[src/rtl/piso_serializer.sv]
// piso_serializer: parametrised parallel-in/serial-out shifter with valid/ready load,
// bit counter and end-of-frame pulse. Rev 1.0
`default_nettype none

module piso_serializer #(
  parameter int WIDTH      = 4,
  parameter bit MSB_FIRST  = 1'b1,
  parameter bit IDLE_LEVEL = 1'b0
) (
  input  logic             clk_i,
  input  logic             rst_i,
  input  logic             tick_i,
  input  logic [WIDTH-1:0] data_i,
  input  logic             valid_i,
  output logic             ready_o,
  input  logic             serial_i,
  output logic             q_o,
  output logic             busy_o,
  output logic             done_o
);

  localparam int             CW   = $clog2(WIDTH);
  localparam logic [CW-1:0]  LAST = CW'(WIDTH - 1);

  typedef enum logic [0:0] {S_IDLE, S_SHIFT} state_t;

  state_t           state_q, state_d;
  logic [WIDTH-1:0] sr_q, sr_d;
  logic [CW-1:0]    cnt_q, cnt_d;
  logic             done_q, done_d;

  logic [WIDTH-1:0] sr_shift;
  logic             sr_out;
  logic             last_tick;
  logic             accept;

  // Fill bit enters at the end opposite to the one being retired.
  generate
    if (MSB_FIRST) begin : g_msb_first
      assign sr_shift = {sr_q[WIDTH-2:0], serial_i};
      assign sr_out   = sr_q[WIDTH-1];
    end else begin : g_lsb_first
      assign sr_shift = {serial_i, sr_q[WIDTH-1:1]};
      assign sr_out   = sr_q[0];
    end
  endgenerate

  always_ff @(posedge clk_i or posedge rst_i) begin
    if (rst_i) begin
      state_q <= S_IDLE;
      sr_q    <= '0;
      cnt_q   <= '0;
      done_q  <= 1'b0;
    end else begin
      state_q <= state_d;
      sr_q    <= sr_d;
      cnt_q   <= cnt_d;
      done_q  <= done_d;
    end
  end

  always_comb begin
    state_d   = state_q;
    sr_d      = sr_q;
    cnt_d     = cnt_q;
    done_d    = 1'b0;
    last_tick = (state_q == S_SHIFT) && (cnt_q == LAST) && tick_i;
    ready_o   = (state_q == S_IDLE) || last_tick;
    accept    = valid_i && ready_o;
    busy_o    = (state_q == S_SHIFT);
    q_o       = (state_q == S_SHIFT) ? sr_out : IDLE_LEVEL;

    case (state_q)
      S_IDLE: begin
        if (accept) begin
          sr_d    = data_i;
          cnt_d   = '0;
          state_d = S_SHIFT;
        end
      end
      S_SHIFT: begin
        if (last_tick) begin
          done_d = 1'b1;
          // Back-to-back load on the last-bit edge keeps the line gap-free.
          if (accept) begin
            sr_d  = data_i;
            cnt_d = '0;
          end else begin
            state_d = S_IDLE;
          end
        end else if (tick_i) begin
          sr_d  = sr_shift;
          cnt_d = cnt_q + CW'(1);
        end
      end
      default: state_d = S_IDLE;
    endcase
  end

  assign done_o = done_q;

endmodule

`default_nettype wire

[config.mk]
export PLATFORM = sky130hd
export DESIGN_NAME = piso_serializer
export DESIGN_NICKNAME = d
export VERILOG_FILES = /design/src/rtl/piso_serializer.sv
export SDC_FILE = /design/constraint.sdc
export NUM_CORES = 1
export LEC_CHECK = 0
export ABC_AREA = 1
export CAP_MARGIN = 20
export CORE_AREA = 4 4 41 43
export DETAILED_ROUTE_END_ITERATION = 7
export DIE_AREA = 0 0 45 47
export PLACE_DENSITY_LB_ADDON = 0.1
export SYNTH_ARGS = -nofsm -noshare
export SYNTH_HDL_FRONTEND = slang
export SYNTH_SLANG_ARGS = --single-unit
[constraint.sdc]
create_clock -name clk_i -period 2.8 [get_ports clk_i]
set_input_delay 0.28 -clock clk_i [delete_from_list [all_inputs] [get_ports clk_i]]
set_output_delay 0.28 -clock clk_i [all_outputs]
set_load 0.03 [all_outputs]
==> reports/results.tsv <==
metric	value	unit
status	finished, final reports clean	
Routed WL per cell	11.17	um
Final Max Slew Viols	0	
Inst Count DP	79	
global-route wire length before repair	1.435	mm
switching power	0.1894	mW
setup TNS	0	ns
GPL Wtd Cong	0.7988	
non-filler instance count after layout	82	
DRC	0	
Synth Area in Adders	2.817	%
complex-gate fraction of the synthesized area	6.761	%
1st-pass router iterations	2	
Total Die Area	2115	sq um
Final period util	73.08	%
Synth Instances	53	
syn_nets	63	
Area Growth Syn to Fin	33.24	%
maximum clock rate	0.4887	GHz
CTS max path bufs	2	
largest family of logic cells by synthesized area	simple AND/OR/NAND/NOR gates	
CTS buffer count	3	
mux cell area share after synthesis	0	%
number of H-tree levels	1	
cell row count	13	
Vias	376	
Synth Area in XOR/XNOR	0	%
total power	0.4826	mW
DIE WIDTH	45	um
initial antenna violation count	0	
P_leak	0.3017	nW
final setup vio count	0	
CP Class	in2out	
CTS Hold Bufs	0	
RSZ-0062 raised after global routing	false	
GRT Residual Overflow	0	
PD cells	815.4	nW/um^2
Flop pwr share	38.9	%
Detail Route Antenna Nets	0	
FF-to-FF path depth	7	
worst hold margin	0.2675	ns
share of layout cells above drive strength 1	11.94	%
Sink Count	8	
Avg Cell Area, Syn	8.381	sq um
clock root cell	clkbuf_4	
Max VDD drop	304.0	uV
ANT cells	0	
postcts setup bufs	0	
Crit. End Element	output pin	
Crit Path Max Fanout	7	
drt initial violations	9	
DP Area	569.3	sq um
internal power	0.2932	mW
Synth Area in Simple Gates	33.80	%
Seq/Total Area, Yosys	45.07	%
crit path time final	2.046	ns
CP startpoint kind	input pin	
largest net degree at the start of global routing	11	
Required @ worst endpoint	2.52	ns
relative slew slack	76.38	%
Post-Syn Area	444.2	sq um
switch share	39.24	%
I/O Buffers	12	
#FFs+latches synth	8	
Hold Fails Final Rpt	0	
fin nets	79	
Vias/cell	4.585	
Hold WC Path Type	in2async	
worst slack at placement	0.7541	ns
Initial Utilization	34.13	%
Die Height	47	um
Core Util, Final	45.48	%
clk slew on worst S/H paths	0.06	ns
total track usage	10.02	%
Unique masters post-synth	13	
Clk Latency, worst-skew pair	0.25	ns
Post-CTS Resized	0	
DRT Wirelength	916	um
vias in the first global route	358	
Logic pwr share	42.2	%
Post-DP HPWL	687.6	um
core area	1301	sq um
I/O pins	13	
Max Cap Violations	0	
Synth Warn #	0	
Worst Tran Pin Value	0.3543	ns
Clock Power Share	18.9	%
crit path DAT	1.77	ns
PnR worst setup slack	0.7536	ns
Setup Skew	0.001599	ns
CTS tree	built	
Final Cell Area	591.8	sq um
## routing by layer
| layer | vias to the layer above | global-route usage, % | wire, um |
|---|---|---|---|
| li1 | 199 | - | - |
| met1 | 167 | 11.57 | 399 |
| met2 | 6 | 15.54 | 457 |
| met3 | 4 | 2.299 | 30 |
| met4 | 0 | 8.772 | 29 |
| met5 | - | 0 | 0 |
## power by group through the flow
stage	registers, mW	clock network (mW)	logic, mW
2_1_floorplan	0.188	0	0.143
3_3_place_gp	0.187	0	0.204
3_5_place_dp	0.189	0	0.206
4_1_cts	0.188	0.0973	0.206
5_1_grt	0.194	0.102	0.228
6_report	0.188	0.0911	0.204
## cells in the mapped netlist
cell | instances | area [sq um]
o21ai_1 | 2 | 10.01
nand3b_1 | 4 | 30.03
nand2_4 | 2 | 22.52
dfrtp_1 | 8 | 200.2
inv_1 | 10 | 37.54
nand2_2 | 3 | 18.77
clkbuf_8 | 1 | 13.76
nand3_1 | 1 | 5.000
nor2_1 | 5 | 18.77
nand4_1 | 4 | 25.02
a21oi_1 | 4 | 20.02
ha_1 | 1 | 12.51
nand2_1 | 8 | 30.03
## critical path, stage by stage
cell and delay (ns):
clkdlybuf4s50_1 0.60, nand2_2 0.10, nand2_4 0.10, clkdlybuf4s50_1 0.68
## placed cells by master, fill, tap and decap left out
cell             Yosys  routed
o21ai_1              2       2
nand2_4              2       2
nand2_1              8       8
nand3_1              1       1
inv_1               10      10
dfrtp_1              8       8
nor2_1               5       5
ha_1                 1       1
clkdlybuf4s50_1      0      12
a21oi_1              4       4
clkbuf_4             0       3
nand2_2              3       3
nand4_1              4       4
nand3b_1             4       4
## cells by family (layout without fill, tap and decap cells)
logic type | after synthesis | in the layout
adder cells (fa/ha/maj) | 1 | 1
buffers and inverters | 11 | 25
AND/OR/NAND/NOR | 27 | 27
AO/OA/AOI/OAI | 6 | 6
flip-flops | 8 | 8
## layout make-up
cell class,instances,area [sq um]
Clock buffer,3,22.52
Inverter,10,37.54
Tap cell,15,18.77
Fill cell,132,709.4
Sequential cell,8,200.2
Timing Repair Buffer,12,120.1
Multi-Input combinational cell,34,192.7
## final timing paths
check / from / end / slack [ns]
min in group clk_i: cnt_q[0]$_DFFE_PP0P_ / cnt_q[0]$_DFFE_PP0P_ / 0.49
worst max-delay path: tick_i / ready_o / 0.75
max in group asynchronous: rst_i / cnt_q[1]$_DFFE_PP0P_ / 2.30
worst min-delay path: rst_i / sr_q[2]$_DFFE_PP0P_ / 0.27
worst max register to register: cnt_q[0]$_DFFE_PP0P_ / cnt_q[0]$_DFFE_PP0P_ / 1.60
worst min register to register: cnt_q[0]$_DFFE_PP0P_ / cnt_q[0]$_DFFE_PP0P_ / 0.49
## state kept, by name, summed over array words and instances (netlist names)
name,count
busy_o,1
cnt_q,2
done_o,1
sr_q,4
Power figures use the tool's default switching activity.
